[src/rtl/axi_llc_evict_sequencer_pkg.sv]
// axi_llc_evict_sequencer_pkg: FSM state enum, transaction descriptor struct and default widths for the eviction sequencer.
package axi_llc_evict_sequencer_pkg;
    localparam int unsigned SA_DEF  = 8;
    localparam int unsigned IL_DEF  = 8;
    localparam int unsigned TL_DEF  = 20;
    localparam int unsigned PCW_DEF = 32;
    typedef enum logic [2:0] {IDLE, HIT_UPD, EV_WAIT, WB_REQ, RF_REQ, RSP} evict_seq_state_e;
    typedef struct packed {
        logic [IL_DEF-1:0]        index;
        logic [TL_DEF-1:0]        tag;
        logic [SA_DEF*TL_DEF-1:0] old_tags;
        logic [SA_DEF-1:0]        way;
        logic                     hit;
    } evict_seq_desc_t;
endpackage

[src/rtl/axi_llc_evict_sequencer_if.sv]
// axi_llc_evict_sequencer_if: lookup, eviction-box, write-back, refill, response and perf signals; master = sequencer side, slave = environment side.
interface axi_llc_evict_sequencer_if #(
    parameter int unsigned SetAssociativity = 8,
    parameter int unsigned IndexLength      = 8,
    parameter int unsigned TagLength        = 20,
    parameter int unsigned PerfCntWidth     = 32
);
    logic                                 lu_valid_i, lu_ready_o, lu_hit_i;
    logic [SetAssociativity-1:0]          lu_hit_way_i;
    logic [IndexLength-1:0]               lu_index_i;
    logic [TagLength-1:0]                 lu_tag_i;
    logic [SetAssociativity*TagLength-1:0] lu_old_tag_i;
    logic                                 evict_o, hit_o;
    logic [SetAssociativity-1:0]          res_ind_o;
    logic [IndexLength-1:0]               index_o;
    logic [SetAssociativity-1:0]          box_way_i;
    logic                                 box_evict_i, box_valid_i, box_plru_vld_i;
    logic                                 wb_valid_o, wb_ready_i;
    logic [IndexLength-1:0]               wb_index_o;
    logic [TagLength-1:0]                 wb_tag_o;
    logic [SetAssociativity-1:0]          wb_way_o;
    logic                                 rf_valid_o, rf_ready_i;
    logic [IndexLength-1:0]               rf_index_o;
    logic [TagLength-1:0]                 rf_tag_o;
    logic [SetAssociativity-1:0]          rf_way_o;
    logic                                 rsp_valid_o, rsp_ready_i, rsp_hit_o;
    logic [SetAssociativity-1:0]          rsp_way_o;
    logic [PerfCntWidth-1:0]              perf_hit_o, perf_miss_o, perf_wb_o;
    modport master (
        input  lu_valid_i, lu_hit_i, lu_hit_way_i, lu_index_i, lu_tag_i, lu_old_tag_i,
        input  box_way_i, box_evict_i, box_valid_i, box_plru_vld_i, wb_ready_i, rf_ready_i, rsp_ready_i,
        output lu_ready_o, evict_o, hit_o, res_ind_o, index_o,
        output wb_valid_o, wb_index_o, wb_tag_o, wb_way_o, rf_valid_o, rf_index_o, rf_tag_o, rf_way_o,
        output rsp_valid_o, rsp_hit_o, rsp_way_o, perf_hit_o, perf_miss_o, perf_wb_o
    );
    modport slave (
        output lu_valid_i, lu_hit_i, lu_hit_way_i, lu_index_i, lu_tag_i, lu_old_tag_i,
        output box_way_i, box_evict_i, box_valid_i, box_plru_vld_i, wb_ready_i, rf_ready_i, rsp_ready_i,
        input  lu_ready_o, evict_o, hit_o, res_ind_o, index_o,
        input  wb_valid_o, wb_index_o, wb_tag_o, wb_way_o, rf_valid_o, rf_index_o, rf_tag_o, rf_way_o,
        input  rsp_valid_o, rsp_hit_o, rsp_way_o, perf_hit_o, perf_miss_o, perf_wb_o
    );
endinterface

[src/rtl/axi_llc_evict_seq_perf.sv]
// axi_llc_evict_seq_perf: three saturating event counters (hit, miss, write-back); ports clk_i, rst_i, inc_*_i strobes, *_o counts.
module axi_llc_evict_seq_perf #(
    parameter int unsigned Width = 32
) (
    input  logic             clk_i,
    input  logic             rst_i,
    input  logic             inc_hit_i,
    input  logic             inc_miss_i,
    input  logic             inc_wb_i,
    output logic [Width-1:0] hit_o,
    output logic [Width-1:0] miss_o,
    output logic [Width-1:0] wb_o
);
    logic [2:0]       inc;
    logic [Width-1:0] cnt_q [3];
    assign inc = {inc_wb_i, inc_miss_i, inc_hit_i};
    always_ff @(posedge clk_i or posedge rst_i) begin
        if (rst_i) begin
            for (int i = 0; i < 3; i++) cnt_q[i] <= '0;
        end else begin
            for (int i = 0; i < 3; i++)
                if (inc[i] && !(&cnt_q[i])) cnt_q[i] <= cnt_q[i] + {{(Width-1){1'b0}}, 1'b1};
        end
    end
    assign hit_o  = cnt_q[0];
    assign miss_o = cnt_q[1];
    assign wb_o   = cnt_q[2];
endmodule

[src/rtl/axi_llc_evict_sequencer.sv]
// axi_llc_evict_sequencer: one-in-flight lookup -> eviction box -> write-back/refill -> response sequencer; ports clk_i, rst_i (async, active-high) and bus (master modport); perf counters enabled by AXI_LLC_EVICT_SEQ_PERF_EN.
module axi_llc_evict_sequencer
    import axi_llc_evict_sequencer_pkg::*;
#(
    parameter int unsigned SetAssociativity = SA_DEF,
    parameter int unsigned IndexLength      = IL_DEF,
    parameter int unsigned TagLength        = TL_DEF,
    parameter int unsigned PerfCntWidth     = PCW_DEF
) (
    input logic clk_i,
    input logic rst_i,
    axi_llc_evict_sequencer_if.master bus
);
    // The descriptor struct lives in the package at fixed widths.
    if (SetAssociativity != SA_DEF || IndexLength != IL_DEF || TagLength != TL_DEF) begin : g_cfg_err
        $error("axi_llc_evict_sequencer: geometry must match package widths");
    end
    evict_seq_state_e state_q, state_d;
    evict_seq_desc_t  desc_q;
    logic [TagLength-1:0] victim_tag;
    // One-hot way mux over the stored tags of the set.
    always_comb begin
        victim_tag = '0;
        for (int w = 0; w < SetAssociativity; w++)
            victim_tag = victim_tag | (desc_q.old_tags[w*TagLength +: TagLength] & {TagLength{desc_q.way[w]}});
    end
    always_ff @(posedge clk_i or posedge rst_i) begin
        if (rst_i) state_q <= IDLE;
        else       state_q <= state_d;
    end
    always_ff @(posedge clk_i or posedge rst_i) begin
        if (rst_i) begin
            desc_q <= '0;
        end else if (state_q == IDLE && bus.lu_valid_i) begin
            desc_q <= '{index: bus.lu_index_i, tag: bus.lu_tag_i, old_tags: bus.lu_old_tag_i,
                        way: bus.lu_hit_way_i, hit: bus.lu_hit_i};
        end else if (state_q == EV_WAIT && bus.box_valid_i) begin
            desc_q.way <= (SetAssociativity == 1) ? '1 : bus.box_way_i;
        end
    end
    always_comb begin
        state_d         = state_q;
        bus.lu_ready_o  = state_q == IDLE;
        bus.hit_o       = state_q == HIT_UPD;
        bus.evict_o     = state_q == EV_WAIT;
        bus.wb_valid_o  = state_q == WB_REQ;
        bus.rf_valid_o  = state_q == RF_REQ;
        bus.rsp_valid_o = state_q == RSP;
        bus.res_ind_o   = (state_q == HIT_UPD) ? desc_q.way : '0;
        case (state_q)
            IDLE:    if (bus.lu_valid_i)     state_d = bus.lu_hit_i ? HIT_UPD : EV_WAIT;
            HIT_UPD: if (bus.box_plru_vld_i) state_d = RSP;
            EV_WAIT: if (bus.box_valid_i)    state_d = bus.box_evict_i ? WB_REQ : RF_REQ;
            WB_REQ:  if (bus.wb_ready_i)     state_d = RF_REQ;
            RF_REQ:  if (bus.rf_ready_i)     state_d = RSP;
            RSP:     if (bus.rsp_ready_i)    state_d = IDLE;
            default:                         state_d = IDLE;
        endcase
    end
    assign bus.index_o    = desc_q.index;
    assign bus.wb_index_o = desc_q.index;
    assign bus.wb_tag_o   = victim_tag;
    assign bus.wb_way_o   = desc_q.way;
    assign bus.rf_index_o = desc_q.index;
    assign bus.rf_tag_o   = desc_q.tag;
    assign bus.rf_way_o   = desc_q.way;
    assign bus.rsp_way_o  = desc_q.way;
    assign bus.rsp_hit_o  = desc_q.hit;
`ifdef AXI_LLC_EVICT_SEQ_PERF_EN
    axi_llc_evict_seq_perf #(.Width(PerfCntWidth)) u_perf (
        .clk_i      (clk_i),
        .rst_i      (rst_i),
        .inc_hit_i  (state_q == HIT_UPD && bus.box_plru_vld_i),
        .inc_miss_i (state_q == EV_WAIT && bus.box_valid_i),
        .inc_wb_i   (state_q == WB_REQ && bus.wb_ready_i),
        .hit_o      (bus.perf_hit_o),
        .miss_o     (bus.perf_miss_o),
        .wb_o       (bus.perf_wb_o)
    );
`else
    assign bus.perf_hit_o  = {PerfCntWidth{1'b0}};
    assign bus.perf_miss_o = {PerfCntWidth{1'b0}};
    assign bus.perf_wb_o   = {PerfCntWidth{1'b0}};
`endif
    a_box_way_onehot: assert property (@(posedge clk_i) disable iff (rst_i)
        bus.box_valid_i |-> $onehot0(bus.box_way_i));
    a_wb_stable: assert property (@(posedge clk_i) disable iff (rst_i)
        bus.wb_valid_o && !bus.wb_ready_i |=> bus.wb_valid_o && $stable({bus.wb_index_o, bus.wb_tag_o, bus.wb_way_o}));
    a_rf_stable: assert property (@(posedge clk_i) disable iff (rst_i)
        bus.rf_valid_o && !bus.rf_ready_i |=> bus.rf_valid_o && $stable({bus.rf_index_o, bus.rf_tag_o, bus.rf_way_o}));
endmodule
[src/flat_wrapper.sv]
// flat-port wrapper written by rule: the top's interface ports become plain ports
module axi_llc_evict_sequencer_flat import axi_llc_evict_sequencer_pkg::*;
#(
    parameter int unsigned SetAssociativity = SA_DEF,
    parameter int unsigned IndexLength      = IL_DEF,
    parameter int unsigned TagLength        = TL_DEF,
    parameter int unsigned PerfCntWidth     = PCW_DEF
)
  (clk_i, rst_i, bus_lu_valid_i, bus_lu_hit_i, bus_lu_hit_way_i, bus_lu_index_i, bus_lu_tag_i, bus_lu_old_tag_i, bus_box_way_i, bus_box_evict_i, bus_box_valid_i, bus_box_plru_vld_i, bus_wb_ready_i, bus_rf_ready_i, bus_rsp_ready_i, bus_lu_ready_o, bus_evict_o, bus_hit_o, bus_res_ind_o, bus_index_o, bus_wb_valid_o, bus_wb_index_o, bus_wb_tag_o, bus_wb_way_o, bus_rf_valid_o, bus_rf_index_o, bus_rf_tag_o, bus_rf_way_o, bus_rsp_valid_o, bus_rsp_hit_o, bus_rsp_way_o, bus_perf_hit_o, bus_perf_miss_o, bus_perf_wb_o);
  axi_llc_evict_sequencer_if #(.SetAssociativity(SetAssociativity), .IndexLength(IndexLength), .TagLength(TagLength), .PerfCntWidth(PerfCntWidth)) bus_i ();
  input logic clk_i;
  input logic rst_i;
  input wire logic [$bits(bus_i.lu_valid_i)-1:0] bus_lu_valid_i;
  input wire logic [$bits(bus_i.lu_hit_i)-1:0] bus_lu_hit_i;
  input wire logic [$bits(bus_i.lu_hit_way_i)-1:0] bus_lu_hit_way_i;
  input wire logic [$bits(bus_i.lu_index_i)-1:0] bus_lu_index_i;
  input wire logic [$bits(bus_i.lu_tag_i)-1:0] bus_lu_tag_i;
  input wire logic [$bits(bus_i.lu_old_tag_i)-1:0] bus_lu_old_tag_i;
  input wire logic [$bits(bus_i.box_way_i)-1:0] bus_box_way_i;
  input wire logic [$bits(bus_i.box_evict_i)-1:0] bus_box_evict_i;
  input wire logic [$bits(bus_i.box_valid_i)-1:0] bus_box_valid_i;
  input wire logic [$bits(bus_i.box_plru_vld_i)-1:0] bus_box_plru_vld_i;
  input wire logic [$bits(bus_i.wb_ready_i)-1:0] bus_wb_ready_i;
  input wire logic [$bits(bus_i.rf_ready_i)-1:0] bus_rf_ready_i;
  input wire logic [$bits(bus_i.rsp_ready_i)-1:0] bus_rsp_ready_i;
  output wire logic [$bits(bus_i.lu_ready_o)-1:0] bus_lu_ready_o;
  output wire logic [$bits(bus_i.evict_o)-1:0] bus_evict_o;
  output wire logic [$bits(bus_i.hit_o)-1:0] bus_hit_o;
  output wire logic [$bits(bus_i.res_ind_o)-1:0] bus_res_ind_o;
  output wire logic [$bits(bus_i.index_o)-1:0] bus_index_o;
  output wire logic [$bits(bus_i.wb_valid_o)-1:0] bus_wb_valid_o;
  output wire logic [$bits(bus_i.wb_index_o)-1:0] bus_wb_index_o;
  output wire logic [$bits(bus_i.wb_tag_o)-1:0] bus_wb_tag_o;
  output wire logic [$bits(bus_i.wb_way_o)-1:0] bus_wb_way_o;
  output wire logic [$bits(bus_i.rf_valid_o)-1:0] bus_rf_valid_o;
  output wire logic [$bits(bus_i.rf_index_o)-1:0] bus_rf_index_o;
  output wire logic [$bits(bus_i.rf_tag_o)-1:0] bus_rf_tag_o;
  output wire logic [$bits(bus_i.rf_way_o)-1:0] bus_rf_way_o;
  output wire logic [$bits(bus_i.rsp_valid_o)-1:0] bus_rsp_valid_o;
  output wire logic [$bits(bus_i.rsp_hit_o)-1:0] bus_rsp_hit_o;
  output wire logic [$bits(bus_i.rsp_way_o)-1:0] bus_rsp_way_o;
  output wire logic [$bits(bus_i.perf_hit_o)-1:0] bus_perf_hit_o;
  output wire logic [$bits(bus_i.perf_miss_o)-1:0] bus_perf_miss_o;
  output wire logic [$bits(bus_i.perf_wb_o)-1:0] bus_perf_wb_o;
  assign bus_i.lu_valid_i = bus_lu_valid_i;
  assign bus_i.lu_hit_i = bus_lu_hit_i;
  assign bus_i.lu_hit_way_i = bus_lu_hit_way_i;
  assign bus_i.lu_index_i = bus_lu_index_i;
  assign bus_i.lu_tag_i = bus_lu_tag_i;
  assign bus_i.lu_old_tag_i = bus_lu_old_tag_i;
  assign bus_i.box_way_i = bus_box_way_i;
  assign bus_i.box_evict_i = bus_box_evict_i;
  assign bus_i.box_valid_i = bus_box_valid_i;
  assign bus_i.box_plru_vld_i = bus_box_plru_vld_i;
  assign bus_i.wb_ready_i = bus_wb_ready_i;
  assign bus_i.rf_ready_i = bus_rf_ready_i;
  assign bus_i.rsp_ready_i = bus_rsp_ready_i;
  assign bus_lu_ready_o = bus_i.lu_ready_o;
  assign bus_evict_o = bus_i.evict_o;
  assign bus_hit_o = bus_i.hit_o;
  assign bus_res_ind_o = bus_i.res_ind_o;
  assign bus_index_o = bus_i.index_o;
  assign bus_wb_valid_o = bus_i.wb_valid_o;
  assign bus_wb_index_o = bus_i.wb_index_o;
  assign bus_wb_tag_o = bus_i.wb_tag_o;
  assign bus_wb_way_o = bus_i.wb_way_o;
  assign bus_rf_valid_o = bus_i.rf_valid_o;
  assign bus_rf_index_o = bus_i.rf_index_o;
  assign bus_rf_tag_o = bus_i.rf_tag_o;
  assign bus_rf_way_o = bus_i.rf_way_o;
  assign bus_rsp_valid_o = bus_i.rsp_valid_o;
  assign bus_rsp_hit_o = bus_i.rsp_hit_o;
  assign bus_rsp_way_o = bus_i.rsp_way_o;
  assign bus_perf_hit_o = bus_i.perf_hit_o;
  assign bus_perf_miss_o = bus_i.perf_miss_o;
  assign bus_perf_wb_o = bus_i.perf_wb_o;
  axi_llc_evict_sequencer #(.SetAssociativity(SetAssociativity), .IndexLength(IndexLength), .TagLength(TagLength), .PerfCntWidth(PerfCntWidth)) u_core (.clk_i(clk_i), .rst_i(rst_i), .bus(bus_i));
endmodule
[config.mk]
export PLATFORM = sky130hd
export DESIGN_NAME = axi_llc_evict_sequencer_flat
export DESIGN_NICKNAME = d
export VERILOG_FILES = /design/src/rtl/axi_llc_evict_sequencer_pkg.sv /design/src/rtl/axi_llc_evict_sequencer_if.sv /design/src/rtl/axi_llc_evict_seq_perf.sv /design/src/rtl/axi_llc_evict_sequencer.sv /design/src/flat_wrapper.sv
export SDC_FILE = /design/constraint.sdc
export NUM_CORES = 1
export LEC_CHECK = 0
export CAP_MARGIN = 25
export CELL_PAD_IN_SITES_DETAIL_PLACEMENT = 0
export CELL_PAD_IN_SITES_GLOBAL_PLACEMENT = 2
export CORE_MARGIN = 4
export CORE_UTILIZATION = 30
export DETAILED_ROUTE_END_ITERATION = 7
export PLACE_DENSITY_LB_ADDON = 0.1
export SYNTH_ARGS = -nofsm -noshare
export SYNTH_HDL_FRONTEND = slang
export SYNTH_SLANG_ARGS = --single-unit
[constraint.sdc]
create_clock -name clk_i -period 14.7 [get_ports clk_i]
set_clock_uncertainty 0.05 [all_clocks]
set_input_delay 4.41 -clock clk_i [delete_from_list [all_inputs] [get_ports clk_i]]
set_output_delay 4.41 -clock clk_i [all_outputs]
set_load 0.05 [all_outputs]
After elaboration in Yosys (flattened, before gate mapping)
Index checks and enable logic that the tools add are counted.
Cells by class
  equality and inequality tests: 11
  muxes and demuxes: 12
  bitwise gates (word level): 15
  reductions and logical operators: 5
Operators by type and width (number)
  AND 20 bit: 8
  bitwise OR 20 bit: 7
  2-to-1 mux 8 bit: 3
  2-to-1 mux 3 bit: 7
  case mux 3 bit (6 select lines): 1
  != test 2 bit, second input constant: 6
  == test 3 x 2 -> 1 bit, second input constant: 2
  == test 3 bit, second input constant: 2
  AND reduction 6 bit: 1
  == test 3 x 1 -> 1 bit, second input constant: 1
  logical NOT 3 bit: 1
  logical AND 1 bit: 2
  2-to-1 mux 2 bit: 1
  nonzero test 2 bit: 1
Word-level totals
  flip-flop bits (word level): 200
  input port bits: 214
  logic and storage cells: 49

Logic depth before layout (Yosys ltp)
Gate-level depths: netlist of run 1.
  word-level depth: 8
  gate-level depth with buffers: 8
  gate-level depth less buffers: 4

Worst setup path before layout of run 1
No wires, ideal clock.
  kind: reg2out
  from: register u_core.state_q[0]
  to: output port bus_res_ind_o[0]
  arrival: 1.933 ns
  path slack: 8.307 ns
  stages on the path, launching flop included: 6
  path buffers: 2
  cell sequence: dfrtp_1 -> buf_2 -> nor2b_1 -> nor2b_1 -> clkbuf_1 -> and2_1
Between the ends
  cells in the longest elaborated chain, start to end: 2
RTL lines
  start: declaration: RTL line axi_llc_evict_sequencer.sv:18  | evict_seq_state_e state_q, state_d;
  start signal: assignment: RTL line axi_llc_evict_sequencer.sv:29  | else state_q <= state_d;
  == test 3 x 1 -> 1 bit
  named net bus_hit_o: RTL line flat_wrapper.sv:28  | output wire logic [$bits(bus_i.hit_o)-1:0] bus_hit_o;
  2-to-1 mux 8 bit: RTL line axi_llc_evict_sequencer.sv:49  | bus.res_ind_o = (state_q == HIT_UPD) ? desc_q.way : '0;
  end: declaration: RTL line flat_wrapper.sv:29  | output wire logic [$bits(bus_i.res_ind_o)-1:0] bus_res_ind_o;
The timed path passes the listed nets, and every way through them passes these cells.

Final worst setup path of run 1
  from: input port bus_lu_valid_i
  to: register u_core.desc_q[38] (netlist name)
Between the ends
  cells in the longest elaborated chain, start to end: 1
RTL lines
  start: declaration: RTL line flat_wrapper.sv:13  | input wire logic [$bits(bus_i.lu_valid_i)-1:0] bus_lu_valid_i;
  logical AND 1 bit: RTL line axi_llc_evict_sequencer.sv:34  | end else if (state_q == IDLE && bus.lu_valid_i) begin
  end signal: assignment: RTL line axi_llc_evict_sequencer.sv:35  | desc_q <= '{index: bus.lu_index_i, tag: bus.lu_tag_i, old_tags: bus.lu_old_tag_i,
  end: declaration: RTL line axi_llc_evict_sequencer.sv:19  | evict_seq_desc_t desc_q;
No other way between the ends.
A chain may end at the register's enable or synchronous reset.

==> flow_metrics.tcl, run 1 <==
set metrics [dict create \
    status "finished, final reports clean" \
    wl_mm 30.2 \
    gp_congestion 0.712 \
    routed_via_density 4.41 \
    ctsRootBufferMaster "clkbuf_16" \
    synth_largest_area_cell "dfrtp_1" \
    grt_max_degree 133 \
    critPathKind "primary input to flip-flop" \
    cp-start-kind "primary input" \
    drtIter0Drc 284 \
    die_area_um2 37200 \
    syn_inst 759 \
    final.setup.worst_slack_ns 7.21 \
    grt_pass1_vias 6726 \
    synthArstFlopShare_pct 100 \
    syn_to_final_growth_pct 32.5 \
    timing.hold.ws_ns 0.460 \
    drv_cap 0 \
    first_pass_iters 4 \
    hpwl_mm 20.2 \
    finalMaxSlewViolations 0 \
    path_max_fanout 58 \
    final_antenna_net_count 0 \
    synth_ff_type "dfrtp_1" \
    die_h_um 193 \
    synth_edf_count 0 \
    critPathCaptureType "flip-flop" \
    core-area_um2 33600 \
    fin_nets 1210 \
    p_per_area_nw_per_um2 243 \
    ir_drop_v 0.000152 \
    final.setup.tns_ns 0 \
    synth_area_leaders "dfrtp_1 49%, mux2_4 18%, buf_4 12%" \
    ys_ff_latch 200 \
    utilization_pct 40.4 \
    max_slew_margin_pct 35.2 \
    rows 67 \
    setup_violations 0 \
    final.min_clock_period_ns 7.49 \
    drive_gt1_share_pct 23.8 \
    ys_seq_area_share_pct 48.9 \
    cts_setup_buffers 0 \
    grt_antenna_before_repair 7 \
    tightest_slew_ns 0.966 \
    synth_commonest_cells "200 x dfrtp_1, 165 x buf_4, 122 x mux2_4" \
    port_buffers 316 \
    hold_viol_final 0 \
    clk_pin_slew_ns 0.07 \
    dp_cells 1423 \
    rsz0062_at_grt "no" \
    yosysMostFrequentCell "dfrtp_1" \
    routedWlPerCell_um 20.7 \
    vias 6428 \
    grt_pass1_wl_mm 43.2 \
    hp-class "flip-flop to flip-flop" \
    postSynthAreaPerCell_um2 13.5 \
    cts_resized 0 \
    remaining_drc_errors 0 \
    period_share_pct 51.0 \
    start_util_pct 30.5 \
    path_cells "clkdlybuf4s50_1 -> and3_4 -> buf_4 -> buf_4 -> mux2_2" \
    synth_cell_types 26 \
    overflow 0 \
    finalNonFillerCells 1459 \
    arrival_ns 7.77 \
    dp_slack_ns 6.73 \
    worstSkewPairLatency_ns 0.44 \
    io_pins 413 \
    htreeDepth 4 \
    die_x_um 193 \
    max_stage_delay_ns 0.84 \
    cpMaxStageDelayCell "buf_4" \
    yosysWarnings 0 \
    track_usage_pct 15.7 \
    cts_max_path_buffers 2 \
    max_freq_mhz 133 \
    netlist_area_um2 10200 \
    leakagePower_nw 5.79 \
    clkSinkCount 200 \
    synth_top_area_share_pct 48.9 \
    critPathMostFrequentCell "buf_4" \
    cts_tree "done" \
    hold_buffers 0 \
    cts_buffers 17 \
    critPathRequiredTime_ns 14.98 \
]
## critical path: cells and delay by family
| kind | cells | cell delay, ns |
|---|---|---|
| buffers and inverters | 3 | 2.08 |
| muxes | 1 | 0.42 |
| and+or+nand+nor | 1 | 0.72 |
## cell families after synthesis
kind of cell | share of synthesized area, %
muxes | 26.6
AOI/OAI and AO/OA | 6.69
buffers and inverters | 15.1
other | 0.0366
DFF | 48.9
and+or+nand+nor | 2.79
## sequential cells by signal, indices dropped and copies added (netlist names)
register / flops
u_core.bus.rf_way_o: 8
u_core.desc_q: 160
u_core.bus.index_o: 8
u_core.state_q: 3
u_core.bus.rsp_hit_o: 1
u_core.bus.rf_tag_o: 20
## worst paths after layout
check / startpoint / endpoint / slack, ns / cells past startpoint
setup / recovery: bus_lu_valid_i / u_core.desc_q[38]$_DFFE_PP0N_ / 7.21 / 5
hold / removal: u_core.desc_q[160]$_DFFE_PP0N_ / u_core.desc_q[160]$_DFFE_PP0N_ / 0.46 / 1
min in group asynchronous: rst_i / u_core.desc_q[49]$_DFFE_PP0N_ / 4.34 / 2
hold reg to reg: u_core.desc_q[160]$_DFFE_PP0N_ / u_core.desc_q[160]$_DFFE_PP0N_ / 0.46 / 1
setup reg to reg: u_core.state_q[2]$_DFFE_PP0P_ / u_core.desc_q[38]$_DFFE_PP0N_ / 10.92 / 5
max in group asynchronous: rst_i / u_core.desc_q[141]$_DFFE_PP0N_ / 9.33 / 4
## per-layer routing
layer | share of wire (%) | vias up | track usage (%)
met5 | 0.25 | - | 0
met4 | 0.70 | 14 | 3.21
met3 | 9.1 | 30 | 5.95
met2 | 46 | 242 | 23.9
met1 | 44 | 3233 | 21.3
li1 | - | 2909 | -
## cell usage in the layout (no fill, tap or decap), drive strengths merged
cell type and count:
nor2b 4, inv 7, a21oi 9, a2111oi 1
clkinv 2, conb 96, nand2 1, dfrtp 200
clkinvlp 4, bufinv 3, o221ai 1, buf 14
a22oi 81, mux2i 10, nand4 20, mux2 192
clkbuf 20, o21ai 3, and2 9, and3 1
nor3 3, nand3b 1, diode 2, clkdlybuf4s50 316
nor2 11
## where the power goes
group / internal (W) / total [W] / switching (W) / leakage (nW)
clock network: 0.000276 / 0.000508 / 0.000232 / 0.285
registers: 0.000834 / 0.00103 / 0.000196 / 2.36
logic: 0.000787 / 0.00176 / 0.000976 / 3.15
total: 0.00190 / 0.00330 / 0.00140 / 5.79
## through the flow
stage,area (um2),total power [W]
2_1_floorplan,10600,0.00243
3_3_place_gp,12900,0.00281
3_5_place_dp,12900,0.00282
4_1_cts,13500,0.00334
5_1_grt,13600,0.00348
6_report,13600,0.00330
## area by class of cell
cell class | instances | area, um2
antenna | 2 | 5.00
clock buffer | 20 | 447
clock inverter | 12 | 166
fill | 3227 | 20000
inverter | 4 | 22.5
multi-input combinational | 443 | 4060
sequential | 200 | 5000
tap | 448 | 561
timing repair buffer | 330 | 3310
Note: power is estimated with default switching activity, not from simulation.
==> run 2, diff against run 1 <==
- CORE_UTILIZATION: 30 -> 25
- clock period: 14.7 -> 6.1 ns (I/O delays scaled with it)
==> run 2 against run 1 <==
  * Cell count increased by 5.1%
  * Core utilization fell by 6.2 points
  * Sequential power grew to 2.7 times the previous value
  * Combinational power grew 130%
  * Worst setup slack lost 5.8 ns
  * Clock power increased by 150%
  * Via count shrank 0.58%
  * Non-clock buffer count decreased by 3
  * Critical path depth down 1
  * First-iteration DRC count is 6.7% lower
  * Highest routed layer unchanged
  * Cell area rose by 1.1%
  * Total power up 140%
==> flow_metrics.tcl, run 2 (synthesis results as in run 1) <==
set metrics [dict create \
    final_cell_mix "316 x clkdlybuf4s50_1, 192 x dfrtp_1, 122 x mux2_4" \
    arrival_ns 2.81 \
    leakagePower_nw 5.80 \
    routedWlPerCell_um 21.3 \
    largest_register_ffs 160 \
    grt_antenna_before_repair 6 \
    routed_via_density 4.17 \
    critPathKind "flip-flop to output port" \
    rows 73 \
    cp-start-kind "flip-flop" \
    wl_met2_mm 14.9 \
    routed.top_layer "met5" \
    cts_resized 0 \
    io_pins 413 \
    hold_buffers 0 \
    die_x_um 210 \
    fillCellCount 4042 \
    core-area_um2 40100 \
    remaining_drc_errors 0 \
    tightest_slew_ns 1.01 \
    track_usage_pct 14.4 \
    setup_violations 0 \
    grt_pass1_wl_mm 47.6 \
    final.min_clock_period_ns 4.69 \
    wl_met3_mm 2.40 \
    wl_mm 32.7 \
    fin_nets 1207 \
    hp-class "flip-flop to flip-flop" \
    grt_pass1_vias 7065 \
    clkSinkCount 200 \
    worstSkewPairLatency_ns 0.44 \
    critPathCaptureType "output port" \
    syn_to_final_growth_pct 33.9 \
    max_slew_margin_pct 32.6 \
    period_share_pct 76.9 \
    path_max_fanout 11 \
    htreeDepth 4 \
    die_area_um2 44300 \
    seqCellArea_um2 5010 \
    ir_drop_v 0.000305 \
    drv_cap 0 \
    cts_tree "done" \
    hpwl_mm 22.2 \
    grt_max_degree 92 \
    cts_setup_buffers 0 \
    drtIter0Drc 265 \
    ctsRootBufferMaster "clkbuf_16" \
    p_per_area_nw_per_um2 587 \
    stdcell_area_um2 13700 \
    vias 6391 \
    critPathRequiredTime_ns 4.22 \
    status "finished, final reports clean" \
    regMostFlops "u_core.desc_q" \
    gp_congestion 0.725 \
    hold_viol_final 0 \
    cts_buffers 17 \
    rsz0062_at_grt "no" \
    final.setup.tns_ns 0 \
    drive_gt1_share_pct 24.5 \
    place_area_um2 13100 \
    cts_max_path_buffers 2 \
    multiInputGateArea_um2 4060 \
    port_buffers 316 \
    final_common_cell "clkdlybuf4s50_1" \
    clk_pin_slew_ns 0.07 \
    max_freq_mhz 213 \
    overflow 0 \
    finalMaxSlewViolations 0 \
    first_pass_iters 4 \
    wl_met1_mm 14.9 \
    final_antenna_net_count 0 \
    die_h_um 210 \
    start_util_pct 25.5 \
]
## run 2: cell types whose count changed in the layout (fill, tap and decap cells not counted), sizes merged
cell and change:
buf -3, bufinv +1, clkbuf +1, clkinv +3
clkinvlp -2, inv -3
## run 2: power by group
group          total [W]  leakage, nW  switching [W]  internal, W
sequential       0.00278         2.35       0.000766      0.00201
clock            0.00126        0.313       0.000538     0.000721
combinational    0.00401         3.14        0.00212      0.00189
total            0.00805         5.80        0.00343      0.00462
## run 2: final timing paths
path / startpoint / endpoint / slack, ns / cells past startpoint
max: u_core.state_q[0]$_DFFE_PP0P_ / bus_res_ind_o[0] / 1.41 / 4
min: u_core.bus.rf_tag_o[4]$_DFFE_PP0N_ / u_core.bus.rf_tag_o[4]$_DFFE_PP0N_ / 0.46 / 1
max reg2reg: u_core.state_q[2]$_DFFE_PP0P_ / u_core.desc_q[166]$_DFFE_PP0N_ / 3.47 / 4
min reg2reg: u_core.bus.rf_tag_o[4]$_DFFE_PP0N_ / u_core.bus.rf_tag_o[4]$_DFFE_PP0N_ / 0.46 / 1
max in group asynchronous: rst_i / u_core.bus.rf_way_o[4]$_DFFE_PP0P_ / 3.16 / 3
min in group asynchronous: rst_i / u_core.bus.rf_tag_o[10]$_DFFE_PP0N_ / 1.84 / 2
## run 2: critical path, stage by stage, from the launching register on
cell and delay [ns]:
dfrtp_1 0.56, nor2b_1 0.32, nor2b_1 0.46, and2_1 0.21, clkdlybuf4s50_1 0.81
## run 2: through the flow
| stage | utilization, % | hold WS (ns) | cells | power (W) | setup WS (ns) |
|---|---|---|---|---|---|
| floorplan | - | 0.431 | 854 | 0.00586 | 1.63 |
| global placement | 32.6 | 0.441 | 1499 | 0.00685 | 1.89 |
| detailed placement | 32.6 | 0.442 | 1499 | 0.00687 | 1.85 |
| CTS | 34.2 | 0.463 | 1531 | 0.00819 | 1.37 |
| global route | 34.2 | 0.473 | 1532 | 0.00850 | 1.23 |
| finish | 34.2 | 0.458 | 1533 | 0.00805 | 1.41 |
## run 2: layout make-up
cell class	count	area share (%)
diodes	2	0.0365
repair buffers	327	24.2
clock inverters	11	1.23
well taps	525	4.79
multi-input cells	443	29.6
inverters	4	0.137
flip-flops and latches	200	36.6
clock buffers	21	3.43
## run 2: routing by layer
layer  vias up  global-route usage, %
met5         -                      0
li1       2912                      -
met3        32                   5.21
met2       235                   22.2
met4        10                   3.33
met1      3202                   19.6
==> run 3, diff against run 2 <==
- CORE_UTILIZATION: 25 -> 28
- clock period: 6.1 -> 4.8 ns (I/O delays scaled with it)
==> run 3 against run 2 <==
  * Count of clock-buffer cells in the layout shrank 3
  * Routed wire length shrank 2.6%
  * Largest cell class unchanged
  * Highest routed layer unchanged
  * Combinational power grew 36%
  * Critical path type unchanged
==> flow_metrics.tcl, run 3 (synthesis results as in run 1) <==
set metrics [dict create \
    dp_slack_ns 1.04 \
    first_pass_iters 4 \
    final.setup.tns_ns 0 \
    overflow 0 \
    ctsRootBufferMaster "clkbuf_16" \
    hold_viol_final 0 \
    critPathKind "flip-flop to output port" \
    clkSinkCount 200 \
    die_area_um2 39700 \
    max_freq_mhz 237 \
    finalMaxSlewViolations 0 \
    rr_worst_depth 4 \
    cts_setup_buffers 0 \
    hp-class "flip-flop to flip-flop" \
    worstSkewPairLatency_ns 0.44 \
    cpMaxStageDelayCell "clkdlybuf4s50_1" \
    fillCellCount 3455 \
    clk_pin_slew_ns 0.07 \
    p_per_area_nw_per_um2 744 \
    wl_mm 31.9 \
    path_max_fanout 11 \
    core-area_um2 35800 \
    cts_tree "done" \
    drtIter0Drc 224 \
    hold_depth 1 \
    hpwl_mm 22.9 \
    setup_violations 0 \
    regMostFlops "u_core.desc_q" \
    remaining_drc_errors 0 \
    syn_to_final_growth_pct 33.4 \
    fin_nets 1216 \
    die_x_um 199 \
    grt_max_degree 56 \
    status "finished, final reports clean" \
    track_usage_pct 15.5 \
    tightest_slew_ns 0.955 \
    final_common_cell "clkdlybuf4s50_1" \
    grt_pass1_vias 6925 \
    seqCellArea_um2 5000 \
    port_buffers 316 \
    final_cell_mix "316 x clkdlybuf4s50_1, 200 x dfrtp_1, 122 x mux2_4" \
    cp-start-kind "flip-flop" \
    routedWlPerCell_um 21.6 \
    leakagePower_nw 5.83 \
    critPathRequiredTime_ns 3.31 \
    start_util_pct 28.6 \
    critPathMostFrequentCell "nor2b_1" \
    max_slew_margin_pct 36.0 \
    final_antenna_net_count 0 \
    grt_pass1_wl_mm 45.4 \
    grt_antenna_before_repair 10 \
    routed_via_density 4.31 \
    htreeDepth 4 \
    cts_resized 0 \
    drv_cap 0 \
    timing.hold.ws_ns 0.458 \
    drive_gt1_share_pct 24.3 \
    die_h_um 199 \
    critPathCaptureType "output port" \
    multiInputGateArea_um2 4060 \
    vias 6353 \
    path_cells "nor2b_1 -> nor2b_1 -> and2_1 -> clkdlybuf4s50_1" \
    rsz0062_at_grt "no" \
    max_stage_delay_ns 0.82 \
    largest_register_ffs 160 \
    io_pins 413 \
    final.min_clock_period_ns 4.22 \
    cts_buffers 17 \
    period_share_pct 88.0 \
    cts_max_path_buffers 2 \
    final.setup.worst_slack_ns 0.577 \
    hold_buffers 0 \
    rows 69 \
    arrival_ns 2.73 \
    ir_drop_v 0.000370 \
    gp_congestion 0.728 \
]
==> run 3: changes by cell type in the layout (fill, tap and decap cells not counted), sizes merged <==
cell / delta
clkinv: -1
inv: +1
clkinvlp: +2
diode: -1
buf: +9
bufinv: -1
clkbuf: -3
==> run 3: metal layers <==
metal | vias up | wire, um | global-route usage (%)
li1 | 2914 | - | -
met4 | 20 | 235 | 2.91
met2 | 207 | 15500 | 25.2
met3 | 33 | 2420 | 6.29
met1 | 3179 | 13600 | 19.7
met5 | - | 154 | 0
==> run 3: layout make-up <==
class	count	area share [%]
Antenna cell	1	0.0183
Tap cell	461	4.22
Multi-Input combinational cell	443	29.7
Inverter	4	0.137
Timing Repair Buffer	336	25.0
Clock inverter	12	1.10
Clock buffer	18	3.21
Sequential cell	200	36.6
==> run 3: critical path: cells and delay by family (launching register included) <==
kind	cells	cell delay, ns
simple gates	3	0.94
flops	1	0.54
buf+inv	1	0.82
==> run 3: through the flow <==
stage,area (um2),utilization [%],total power [W],instances
6_report,13700,38.1,0.0102,1475
5_1_grt,13700,38.1,0.0107,1474
4_1_cts,13700,38.1,0.0103,1474
3_5_place_dp,13100,36.5,0.00877,1444
3_3_place_gp,13100,36.5,0.00879,1444
2_1_floorplan,10600,-,0.00745,854
==> run 3: worst paths after layout <==
check | startpoint | to | slack (ns)
setup reg to reg | u_core.state_q[2]$_DFFE_PP0P_ | u_core.bus.rf_tag_o[6]$_DFFE_PP0N_ | 2.51
setup / recovery | u_core.state_q[0]$_DFFE_PP0P_ | bus_res_ind_o[3] | 0.58
min in group asynchronous | rst_i | u_core.bus.rf_tag_o[5]$_DFFE_PP0N_ | 1.41
max in group asynchronous | rst_i | u_core.desc_q[88]$_DFFE_PP0N_ | 2.51
hold reg to reg | u_core.bus.rf_tag_o[0]$_DFFE_PP0N_ | u_core.bus.rf_tag_o[0]$_DFFE_PP0N_ | 0.46
hold / removal | u_core.bus.rf_tag_o[0]$_DFFE_PP0N_ | u_core.bus.rf_tag_o[0]$_DFFE_PP0N_ | 0.46
==> run 3: power by group <==
part / switching (W) / total (W) / internal [W]
clock: 0.000671 / 0.00150 / 0.000829
sequential: 0.000647 / 0.00320 / 0.00256
combinational: 0.00302 / 0.00547 / 0.00245
